`src/rtl/imem_loader_pkg.sv`:
```
// Shared types and constants for the boot-time instruction memory loader.
package imem_loader_pkg;

  typedef enum logic [2:0] {
    S_IDLE,
    S_ADDR,
    S_COUNT,
    S_DATA,
    S_PC,
    S_RUN,
    S_ERR
  } loader_state_t;

  localparam logic [31:0] WORD_BYTES      = 32'd4;
  localparam logic [31:0] ADDR_ALIGN_MASK = 32'h3;

endpackage

```
`src/rtl/imem_loader.sv`:
```
// Streams base/count/words into imem, then strobes the PC and releases the CPU; imem write lands one cycle after each transfer.
// Backpressure: in_ready is high only while collecting base, count or words; stalls on in_valid low cost nothing.
module imem_loader
  import imem_loader_pkg::*;
#(
  parameter int MAX_WORDS = 1024,
  parameter int CNT_W     = 16
) (
  input  logic             clk,
  input  logic             rst_n,
  input  logic             restart,
  input  logic             in_valid,
  input  logic [31:0]      in_data,
  output logic             in_ready,
  output logic             imem_we,
  output logic [31:0]      imem_addr,
  output logic [31:0]      imem_wdata,
  output logic             pc_we,
  output logic [31:0]      pc_wdata,
  output logic             cpu_run,
  output logic [CNT_W-1:0] words_loaded,
  output logic             err
);

  loader_state_t    r_state;
  logic [31:0]      r_base;
  logic [31:0]      r_ptr;
  logic [CNT_W-1:0] r_remaining;
  logic [CNT_W-1:0] r_words;
  logic             r_imem_we;
  logic [31:0]      r_imem_addr;
  logic [31:0]      r_imem_wdata;
  logic             r_pc_we;
  logic [31:0]      r_pc_wdata;
  logic             r_cpu_run;
  logic             r_err;

  logic             w_ready;
  logic             w_xfer;
  logic             w_base_misaligned;
  logic             w_cnt_bad;
  logic             w_cnt_zero;
  logic [CNT_W-1:0] w_count;

  assign w_ready = (r_state == S_ADDR) || (r_state == S_COUNT) || (r_state == S_DATA);
  assign w_xfer  = in_valid && w_ready;
  assign w_count = in_data[CNT_W-1:0];

  assign w_base_misaligned = (in_data & ADDR_ALIGN_MASK) != 32'd0;
  // Bits above the count field must be zero; once they are, the full word equals N.
  assign w_cnt_bad  = ((in_data >> CNT_W) != 32'd0) || (in_data > 32'(MAX_WORDS));
  assign w_cnt_zero = (in_data == 32'd0);

  always_ff @(posedge clk or negedge rst_n) begin
    if (!rst_n) begin
      r_state      <= S_IDLE;
      r_base       <= '0;
      r_ptr        <= '0;
      r_remaining  <= '0;
      r_words      <= '0;
      r_imem_we    <= 1'b0;
      r_imem_addr  <= '0;
      r_imem_wdata <= '0;
      r_pc_we      <= 1'b0;
      r_pc_wdata   <= '0;
      r_cpu_run    <= 1'b0;
      r_err        <= 1'b0;
    end else begin
      r_imem_we <= 1'b0;
      r_pc_we   <= 1'b0;
      case (r_state)
        S_IDLE: begin
          r_words <= '0;
          r_state <= S_ADDR;
        end
        S_ADDR: begin
          if (w_xfer) begin
            r_base <= in_data;
            if (w_base_misaligned) begin
              r_err   <= 1'b1;
              r_state <= S_ERR;
            end else begin
              r_state <= S_COUNT;
            end
          end
        end
        S_COUNT: begin
          if (w_xfer) begin
            if (w_cnt_bad) begin
              r_err   <= 1'b1;
              r_state <= S_ERR;
            end else if (w_cnt_zero) begin
              r_state <= S_PC;
            end else begin
              r_remaining <= w_count;
              r_ptr       <= r_base;
              r_state     <= S_DATA;
            end
          end
        end
        S_DATA: begin
          if (w_xfer) begin
            r_imem_we    <= 1'b1;
            r_imem_addr  <= r_ptr;
            r_imem_wdata <= in_data;
            r_ptr        <= r_ptr + WORD_BYTES;
            r_words      <= r_words + CNT_W'(1);
            r_remaining  <= r_remaining - CNT_W'(1);
            if (r_remaining == CNT_W'(1)) begin
              r_state <= S_PC;
            end
          end
        end
        S_PC: begin
          r_pc_we    <= 1'b1;
          r_pc_wdata <= r_base;
          r_state    <= S_RUN;
        end
        S_RUN: begin
          if (restart) begin
            r_cpu_run <= 1'b0;
            r_state   <= S_IDLE;
          end else begin
            r_cpu_run <= 1'b1;
          end
        end
        S_ERR: begin
          if (restart) begin
            r_err   <= 1'b0;
            r_state <= S_IDLE;
          end
        end
        default: r_state <= S_IDLE;
      endcase
    end
  end

  assign in_ready     = w_ready;
  assign imem_we      = r_imem_we;
  assign imem_addr    = r_imem_addr;
  assign imem_wdata   = r_imem_wdata;
  assign pc_we        = r_pc_we;
  assign pc_wdata     = r_pc_wdata;
  assign cpu_run      = r_cpu_run;
  assign words_loaded = r_words;
  assign err          = r_err;

endmodule

```
`config.mk`:
```
export PLATFORM = sky130hd
export DESIGN_NAME = imem_loader
export DESIGN_NICKNAME = d
export VERILOG_FILES = /design/src/rtl/imem_loader_pkg.sv /design/src/rtl/imem_loader.sv
export SDC_FILE = /design/constraint.sdc
export NUM_CORES = 1
export LEC_CHECK = 0
export ABC_AREA = 1
export CORE_MARGIN = 4
export CORE_UTILIZATION = 35
export CTS_BUF_LIST = sky130_fd_sc_hd__clkbuf_4
export DETAILED_ROUTE_END_ITERATION = 8
export MAX_ROUTING_LAYER = met4
export PLACE_DENSITY = 0.53
export SLEW_MARGIN = 20
export SYNTH_ARGS = -nofsm -noshare
export SYNTH_HDL_FRONTEND = slang
export SYNTH_SLANG_ARGS = --single-unit
export TNS_END_PERCENT = 50
```
`constraint.sdc`:
```
create_clock -name clk -period 2.84 [get_ports clk]
set_clock_uncertainty 0.1 [all_clocks]
set_input_delay 0.426 -clock clk [delete_from_list [all_inputs] [get_ports clk]]
set_output_delay 0.426 -clock clk [all_outputs]
set_load 0.02 [all_outputs]
```
==> summary.md, run 1 <==
| Metric | Value |
|---|---|
| Final Wtd Congestion | `~0.87` |
| Total number of vias | `a little under 9,000` |
| CTS tree | `built` |
| Cell with the most instances after synthesis | `nand2_1` |
| PD cells | `about 900 nW/µm²` |
| Largest net degree at the start of global routing | `68` |
| Psw | `4.89 mW` |
| Post-synthesis sequential area ratio | `between 50% and 60%` |
| Max Cap Viol | `0` |
| Post-synth EDFFs | `0` |
| Clock Pin Slew Worst Setup and Hold Paths | `between 0.15 and 0.2 ns` |
| Peak Freq | `around 0.42 GHz` |
| Die Y | `around 180 µm` |
| Initial DRC Count | `between 600 and 700` |
| Slew HR | `between 40% and 50%` |
| Hold Vio Cnt, Final | `0` |
| Clock sinks | `roughly 200` |
| TNS Setup | `0 ns` |
| Clock Power Share | `between 10% and 20%` |
| Synth Register Bits | `around 200` |
| Yosys top cell by area | `dfrtp_1` |
| Leak pwr | `roughly 5.7 nW` |
| Inserted Clock Buffers | `17` |
| Critical path required time | `approximately 2.3 ns` |
| PostCTS Resize Cnt | `0` |
| Cell Rows | `approximately 60` |
| Initial antenna violation count | `1` |
| Async set-reset flop share out of synthesis | `100%` |
| WL final | `28,100 µm` |
| Final setup fails | `0` |
| H-tree depth | `4` |
| Via count of the first global-routing pass | `around 8,300` |
| Place WS | `approximately 0.23 ns` |
| Worst vdd ir | `just under 0.0004 V` |
| Worst skew pair latency | `0.58 ns` |
| WL per Instance | `approximately 15 µm` |
| Syn nets | `around 1,400` |
| Synth warnings | `0` |
| Int Power | `6.16 mW` |
| Crit path kind | `reg2out` |
| Nets | `around 1,500` |
| Total grt overflow | `0` |
| Core Box Area | `approximately 28,000 µm²` |
| Min cycle time layout | `2.40 ns` |
| Final routed DRC violation total | `0` |
| Synth top area cells | `dfrtp_1 (51%), nand2_1 (21%), o21ai_0 (7.8%)` |
| Ys flop type | `dfrtp_1` |
| Max FO, Critical Path | `4` |
| Share of cells above drive strength 1 | `4.39%` |
| Die X | `around 180 µm` |
| Yosys top cell area share | `roughly half` |
| Synth unique cells | `33` |
| Mapped Area | `around 9800 µm²` |
| Clock Tree Root | `clkbuf_4` |
| Vias/cell | `4.70` |
| Hold Crit Class | `in2async` |
| Critical path launch point type | `register` |
| Total GRT Usage | `18.9%` |
| Worst setup margin | `between 0.4 and 0.5 ns` |
| Top post-synthesis cells by count | `nand2_1 (538), dfrtp_1 (199), o21ai_0 (153), inv_1 (124), nor2_1 (109)` |
| Filler cell count | `2,912` |
| Die ar. | `30,800 µm²` |
| Outcome | `finished, final reports clean` |
| Syn_area_per_cell | `7.38 µm²` |
| I/O pins | `roughly 150` |
| Hpwl dp | `between 20,000 and 25,000 µm` |
| Tcrit/Tclk final | `a little over four fifths` |
| Least-Margin Pin Slew | `~0.79 ns` |
| Sequential Power Share | `a little over two fifths` |
| Initial core utilization | `between 30% and 40%` |
| CTS Buffer Depth | `2` |
| CP Capture Type | `output port` |
| Comb pwr share | `44.7%` |
| Post-DRT Antenna Nets | `0` |
| I/O Buffers | `around 150` |
| First-pass iteration count of the detailed router | `5` |
| Critical path arrival | `about 1.9 ns` |
| Net Sw Frac | `between 40 and 50%` |
| Fin. max-slew vios | `0` |
| Area delta synth->final | `22.1%` |
| Cells after Synth | `roughly 1,300` |
| First-pass GRT wire length | `45,600 µm` |
| Unrepaired setup endpoints after global routing | `false` |
worst max-delay path, cell delays in order, from the launching register on:
cell             delay [ns]
dfrtp_1                0.46
nor2_1                 0.22
nor2_1                 0.07
clkdlybuf4s50_1        0.55
cell usage in the layout (no fill, tap or decap), drive strengths merged:
cell	Yosys	routed
a211oi	2	2
a21oi	11	11
a22oi	1	1
buf	25	14
clkbuf	23	19
clkdlybuf4s50	0	151
clkinv	1	4
clkinvlp	0	5
dfrtp	199	199
diode	0	1
dlygate4sd3	0	1
ha	4	4
inv	131	135
nand2	543	543
nand3	86	86
nand3b	1	1
nand4	16	16
nor2	111	111
nor3	11	11
o211ai	1	1
o21ai	154	154
o31ai	2	2
or2	1	1
xnor2	1	1
xor2	7	7
routing by layer:
layer | up-vias | global-route usage [%] | wire [µm]
met1 | 4091 | 28.0 | 14300
met4 | 0 | 3.64 | 232
li1 | 4456 | - | -
met5 | - | - | 0
met2 | 171 | 28.1 | 12600
met3 | 13 | 2.65 | 1050
stage by stage:
stage / power, mW / cells / area [µm²] / util (%) / hold WS [ns]
detailed placement: 9.79 / 1827 / 11800 / 42.3 / 0.272
CTS: 11.2 / 1858 / 12000 / 43.2 / 0.154
global route: 12.0 / 1859 / 12000 / 43.2 / 0.166
finish: 11.1 / 1859 / 12000 / 43.2 / 0.187
floorplan: 7.58 / 1331 / 9830 / - / 0.0304
global placement: 9.72 / 1827 / 11800 / 42.3 / 0.269
state kept, by name, summed over array words and instances (netlist names):
| signal | cells |
|---|---|
| imem_wdata | 32 |
| pc_we | 1 |
| imem_we | 1 |
| r_base | 32 |
| r_remaining | 16 |
| r_ptr | 32 |
| r_state | 3 |
| pc_wdata | 32 |
| cpu_run | 1 |
| imem_addr | 32 |
| words_loaded | 16 |
| err | 1 |
path summary, 6_finish.rpt:
kind	start	to	slack (ns)	cells after the start
max	r_state[0]	in_ready	0.44	3
min reg2reg	pc_wdata[27]	pc_wdata[27]	0.39	2
max in group asynchronous	rst_n	imem_addr[4]	1.55	3
min	rst_n	imem_wdata[20]	0.19	2
min in group clk	in_data[24]	imem_wdata[24]	0.33	3
max reg2reg	r_ptr[2]	r_ptr[16]	0.72	10
power groups by stage:
stage	Combinational [mW]	Clock [mW]	Sequential [mW]
after floorplan	2.34	0	5.23
after global placement	4.96	0	4.77
after detailed placement	5.01	0	4.78
after CTS	5.02	1.47	4.72
after global routing	5.53	1.57	4.88
final	4.94	1.39	4.73
layout make-up:
cell class	instances	area (µm²)	area share, %
multi-input combinational	952	4110	34.3
tap	378	473	3.94
clock inverter	12	98.8	0.824
sequential	199	4980	41.5
clock buffer	18	135	1.13
timing repair buffer	167	1700	14.2
inverter	132	495	4.13
antenna	1	2.50	0.0209
repair_timing:
| action | in CTS | in global routing |
|---|---|---|
| buffers inserted | 0 | 0 |
| hold endpoints to repair | 63 | 0 |
| hold buffers | 1 | 0 |
cells by family after synthesis:
kind of cell    Yosys count  synth area share, %
simple gates            769                 31.7
flops                   199                 50.7
buf+inv                 180                 7.55
compound gates          171                 8.90
xor+xnor                  8                0.713
fa+ha+maj                 4                0.509
(Power assumes the default switching activity.)
==> inputs of run 2 (changes only) <==
- PLACE_DENSITY: 0.53 -> 0.55
- clock period: 2.84 -> 2.1 ns (I/O delays scaled with it)
==> run 2 against run 1 <==
Compared with the run above:
- flip-flop and latch count unchanged
- highest routed layer unchanged
- setup slack got worse by 0.35 ns
- sequential power increased by 34%
- register-to-register slack got worse by 0.47 ns
- first-iteration DRC count rose by 17%
- total power up 39%
- clock power up 46%
- utilization rose by 2.4 points
- non-clock buffer count up 61
- die area unchanged
==> summary.md, run 2 (synthesis gave the netlist of run 1 again) <==
| Metric | Value |
|---|---|
| Outcome | `finished, final reports clean (unchanged)` |
| WL final | `28,600 µm (was 28,100 µm)` |
| Die ar. | `30,800 µm² (unchanged)` |
| Initial DRC Count | `752 (was 645)` |
| Post-DRT Antenna Nets | `0 (unchanged)` |
| Hpwl dp | `21,600 µm (was 20,400 µm)` |
| Tcrit/Tclk final | `between 90 and 100%` |
| Final Wtd Congestion | `0.898 (was 0.872)` |
| Share of cells above drive strength 1 | `8.24% (was 4.39%)` |
| Critical path arrival | `1.59 ns (was 1.87 ns)` |
| PD cells | `1210 nW/µm² (was 921 nW/µm²)` |
| Fin cells | `1,921 (was 1,859)` |
| Vias/cell | `4.67 (was 4.70)` |
| WL per Instance | `14.9 µm (was 15.1 µm)` |
| Hold Vio Cnt, Final | `0 (unchanged)` |
| Core Box Area | `27,800 µm² (unchanged)` |
| Final setup fails | `0 (unchanged)` |
| Clock Tree Root | `clkbuf_4 (unchanged)` |
| Worst skew pair latency | `0.58 ns (about the same)` |
| Hold Crit Class | `in2async (unchanged)` |
| Area delta synth->final | `28.8% (was 22.1%)` |
| Max FO, Critical Path | `2 (was 4)` |
| CTS Buffer Depth | `2 (unchanged)` |
| Slew HR | `66.7% (was 47.4%)` |
| Minimum hold slack | `0.107 ns (was 0.187 ns)` |
| Crit path largest cell delay | `0.62 ns (was 0.55 ns)` |
| Unrepaired setup endpoints after global routing | `false (unchanged)` |
| Most common cell after layout, fill and taps aside | `nand2_1 (unchanged)` |
| Leak pwr | `6.74 nW (was 5.71 nW)` |
| Critical path required time | `1.68 ns (was 2.31 ns)` |
| Die X | `176 µm (unchanged)` |
| H-tree depth | `4 (unchanged)` |
| Max Cap Viol | `0 (unchanged)` |
| CP delay by family, top | `buffers and inverters (unchanged)` |
| Tot Pwr | `15.4 mW (was 11.1 mW)` |
| Via count of the first global-routing pass | `8,570 (was 8,255)` |
| Initial antenna violation count | `1 (unchanged)` |
| Peak Freq | `around 0.5 GHz` |
| Commonest non-fill, non-tap cells in the layout | `nand2_1 (537), dfrtp_1 (199), o21ai_0 (153) (unchanged)` |
| Nets | `1,570 (was 1,509)` |
| TNS Setup | `0 ns (unchanged)` |
| First-pass GRT wire length | `46,700 µm (was 45,600 µm)` |
| Worst vdd ir | `0.000485 V (was 0.000392 V)` |
| Final instance area | `12,700 µm² (was 12,000 µm²)` |
| Crit path kind | `reg2out (unchanged)` |
| Fin. max-slew vios | `0 (unchanged)` |
| Initial core utilization | `35.4% (unchanged)` |
| Final Util | `45.6% (was 43.2%)` |
| Inserted Clock Buffers | `17 (unchanged)` |
| CP Capture Type | `output port (unchanged)` |
| Place WS | `-0.264 ns (was 0.235 ns)` |
| Total GRT Usage | `19.5% (was 18.9%)` |
| Inst Count DP | `1,885 (was 1,827)` |
| Clock sinks | `199 (unchanged)` |
| Critical path launch point type | `register (unchanged)` |
| I/O pins | `153 (unchanged)` |
| Total grt overflow | `0 (unchanged)` |
| Cell Rows | `61 (unchanged)` |
| CTS tree | `built (unchanged)` |
| I/O Buffers | `152 (unchanged)` |
| Min cycle time layout | `2.01 ns` |
| Largest net degree at the start of global routing | `61 (was 68)` |
| Critical path cell sequence | `clkdlybuf4s50_1 (was nor2_1, nor2_1, clkdlybuf4s50_1)` |
| CP max-delay cell | `clkdlybuf4s50_1 (unchanged)` |
| Worst setup margin | `0.0926 ns (was 0.439 ns)` |
| Bufs and invs on worst path | `1 (unchanged)` |
| Total number of vias | `8,966 (was 8,731)` |
| Least-Margin Pin Slew | `0.499 ns (was 0.788 ns)` |
| Clock Pin Slew Worst Setup and Hold Paths | `0.18 ns (was 0.17 ns)` |
| Die Y | `176 µm (unchanged)` |
| Final routed DRC violation total | `0 (unchanged)` |
| First-pass iteration count of the detailed router | `5 (unchanged)` |
| Placed cell area | `12,300 µm² (was 11,800 µm²)` |
## run 2: cell type report
class / instances / area (µm²)
clock buffers: 18 / 135
inverters: 132 / 495
clock inverters: 13 / 123
repair buffers: 228 / 2340
fillers: 2913 / 15100
well taps: 378 / 473
diodes: 1 / 2.50
multi-input cells: 952 / 4110
flip-flops and latches: 199 / 4980
## run 2: power by group
part           switching (mW)  internal [mW]  leakage [nW]  total, mW
clock network            1.41          0.613         0.133       2.03
logic                    4.17           2.81          4.03       6.99
registers                1.13           5.23          2.57       6.36
## run 2: per-layer routing
metal	global-route usage, %	vias up	wire length (µm)
met1	28.1	4192	14100
met5	-	-	0
li1	-	4574	-
met3	3.06	13	1210
met2	29.8	187	13100
met4	2.86	0	132
## run 2: what timing repair did
| action | in CTS | in global routing |
|---|---|---|
| setup buffers | 0 | 3 |
| pin swaps | 0 | 1 |
| endpoints found under the hold margin | 67 | 0 |
| hold buffers | 1 | 0 |
| gates resized for setup | 17 | 44 |
| setup endpoints to repair | 15 | 45 |
## run 2: worst paths after layout
path	startpoint	cells after the start	slack [ns]	endpoint
setup / recovery	imem_wdata[8]	1	0.09	imem_wdata[8]
hold / removal	rst_n	2	0.11	imem_wdata[20]
hold reg to reg	pc_wdata[18]	2	0.39	pc_wdata[18]
setup reg to reg	r_ptr[4]	9	0.25	r_ptr[21]
max in group asynchronous	rst_n	3	1.05	imem_wdata[3]
min in group clk	in_data[26]	3	0.24	r_base[26]
==> inputs of run 3 (changes only) <==
- DONT_BUFFER_PORTS: unset -> 1
- PLACE_DENSITY: 0.55 -> 0.48
==> run 3 against run 2 <==
Compared with the run above:
- the flow now finishes with violations (negative hold slack)
- maximum frequency grew 3.3%
- combinational power down 38%
- sequential power up 17%
- die area is the same
- total power fell by 8.4%
- critical path depth rose by 7
- sequential share of layout area up 5.9 points
- register-to-register slack got worse by 0.09 ns
- critical path type is now reg2reg
==> summary.md, run 3 (synthesis gave the netlist of run 1 again) <==
| Metric | Value |
|---|---|
| Outcome | `complete, but fails checks (was finished, final reports clean)` |
| Failing checks | `negative hold slack` |
| Critical path launch point type | `register (unchanged)` |
| Post-DRT Antenna Nets | `0 (unchanged)` |
| First-pass iteration count of the detailed router | `6 (was 5)` |
| Clock sinks | `199 (unchanged)` |
| Peak Freq | `0.515 GHz (was 0.498 GHz)` |
| Minimum hold slack | `-0.731 ns (was 0.107 ns)` |
| Slew HR | `67.9% (was 66.7%)` |
| H-tree depth | `4 (unchanged)` |
| Final setup fails | `0 (unchanged)` |
| CP Capture Type | `register (was output port)` |
| I/O Buffers | `0 (was 152)` |
| Initial antenna violation count | `1 (unchanged)` |
| I/O pins | `153 (unchanged)` |
| Tcrit/Tclk final | `92.5% (was 95.6%)` |
| Hold_buf cts | `34 (was 1)` |
| Nets | `1,406 (was 1,570)` |
| Max Cap Viol | `0 (unchanged)` |
| Inserted Clock Buffers | `17 (unchanged)` |
| Initial core utilization | `35.4% (unchanged)` |
| Total grt overflow | `0 (unchanged)` |
| Vias/cell | `4.76 (was 4.67)` |
| Total GRT Usage | `19.4% (was 19.5%)` |
| Total number of vias | `8,369 (was 8,966)` |
| Largest net degree at the start of global routing | `200 (was 61)` |
| Crit path kind | `reg2reg (was reg2out)` |
| WL per Instance | `16.4 µm (was 14.9 µm)` |
| CTS Buffer Depth | `2 (unchanged)` |
| Max FO, Critical Path | `33 (was 2)` |
| Critical path required time | `2.53 ns (was 1.68 ns)` |
| Final routed DRC violation total | `0 (unchanged)` |
| First-pass GRT wire length | `46,200 µm (was 46,700 µm)` |
| FF-to-FF setup slack | `0.16 ns (was 0.25 ns)` |
| Min cycle time layout | `1.94 ns (was 2.01 ns)` |
| Clock Tree Root | `clkbuf_4 (unchanged)` |
| Via count of the first global-routing pass | `7,975 (was 8,570)` |
| Die X | `176 µm (unchanged)` |
| Leak pwr | `5.41 nW (was 6.74 nW)` |
| Critical path arrival | `2.38 ns (was 1.59 ns)` |
| Most common cell after layout, fill and taps aside | `nand2_1 (unchanged)` |
| Final Wtd Congestion | `0.867 (was 0.898)` |
| Final Util | `39.6% (was 45.6%)` |
| Area delta synth->final | `12.0% (was 28.8%)` |
| Unrepaired setup endpoints after global routing | `false (unchanged)` |
| TNS Setup | `0 ns (unchanged)` |
| Core Box Area | `27,800 µm² (unchanged)` |
| Die Y | `176 µm (unchanged)` |
| Cell Rows | `61 (unchanged)` |
| Hold Vio Cnt, Final | `199 (was 0)` |
| Clock Pin Slew Worst Setup and Hold Paths | `0.18 ns (about the same)` |
| Share of cells above drive strength 1 | `5.95% (was 8.24%)` |
| PD cells | `1280 nW/µm² (was 1210 nW/µm²)` |
| Least-Margin Pin Slew | `0.481 ns (was 0.499 ns)` |
| Hpwl dp | `20,500 µm (was 21,600 µm)` |
| Initial DRC Count | `540 (was 752)` |
| Worst skew pair latency | `0.60 ns (was 0.58 ns)` |
| Hold Crit Class | `in2async (unchanged)` |
| Commonest non-fill, non-tap cells in the layout | `nand2_1 (537), dfrtp_1 (199), o21ai_0 (153) (unchanged)` |
| Die ar. | `30,800 µm² (unchanged)` |
| Worst vdd ir | `0.000566 V (was 0.000485 V)` |
| CTS tree | `built (unchanged)` |
| WL final | `28,800 µm (was 28,600 µm)` |
| Fin. max-slew vios | `0 (unchanged)` |
## run 3: path summary, 6_finish.rpt
kind,end,from,cells past startpoint
hold reg to reg,imem_addr[0],r_ptr[0],2
setup reg to reg,r_ptr[10],r_state[2],8
setup / recovery,r_ptr[10],r_state[2],8
hold / removal,words_loaded[15],rst_n,0
min in group clk,r_remaining[0],in_valid,5
max in group asynchronous,r_ptr[12],rst_n,0
## run 3: cell type report
class	count	area, µm²
antenna	1	2.50
clock buffer	17	128
clock inverter	15	190
fill	3025	16800
inverter	132	495
multi-input combinational	952	4110
sequential	199	4980
tap	378	473
timing repair buffer	64	628
## run 3: worst max-delay path, cell delays in order, from the launching register on
cell and delay [ns]:
dfrtp_1 0.50, inv_2 0.14, nand2_2 0.07, nor2_4 0.20, buf_4 0.39, nand3_1 0.19
o21ai_0 0.11, nand3_1 0.09, nand2_1 0.07
## run 3: routing by layer
metal,track usage (%),share of wire [%],vias to the layer above
met1,28.5,50,3920
met2,27.9,44,175
li1,-,-,4246
met4,4.32,1.5,0
met3,3.94,5.0,28
met5,-,0,-
## run 3: where the power goes
| part | total, mW | leakage [nW] | switching (mW) | internal (mW) |
|---|---|---|---|---|
| clock | 2.28 | 0.163 | 1.52 | 0.760 |
| sequential | 7.46 | 2.57 | 2.24 | 5.23 |
| combinational | 4.34 | 2.67 | 2.83 | 1.51 |
| total | 14.1 | 5.41 | 6.59 | 7.49 |
## run 3: timing repair
action                                 4_1_cts  5_1_grt
endpoints found under the hold margin      298      199
gates resized for setup                      0        1
setup buffers                                0        0
setup endpoints to repair                    0        3
## run 3: stage by stage
| step | power, mW | hold WS [ns] | setup WS, ns | instances | instance area, µm² |
|---|---|---|---|---|---|
| floorplan | 10.2 | -0.0806 | 0.438 | 1331 | 9830 |
| global placement | 11.8 | -0.0762 | 0.0769 | 1691 | 10300 |
| detailed placement | 11.9 | -0.0758 | 0.00995 | 1691 | 10300 |
| CTS | 14.3 | -0.776 | 0.155 | 1757 | 11000 |
| global route | 15.3 | -0.814 | 0.0143 | 1758 | 11000 |
| finish | 14.1 | -0.731 | 0.157 | 1758 | 11000 |
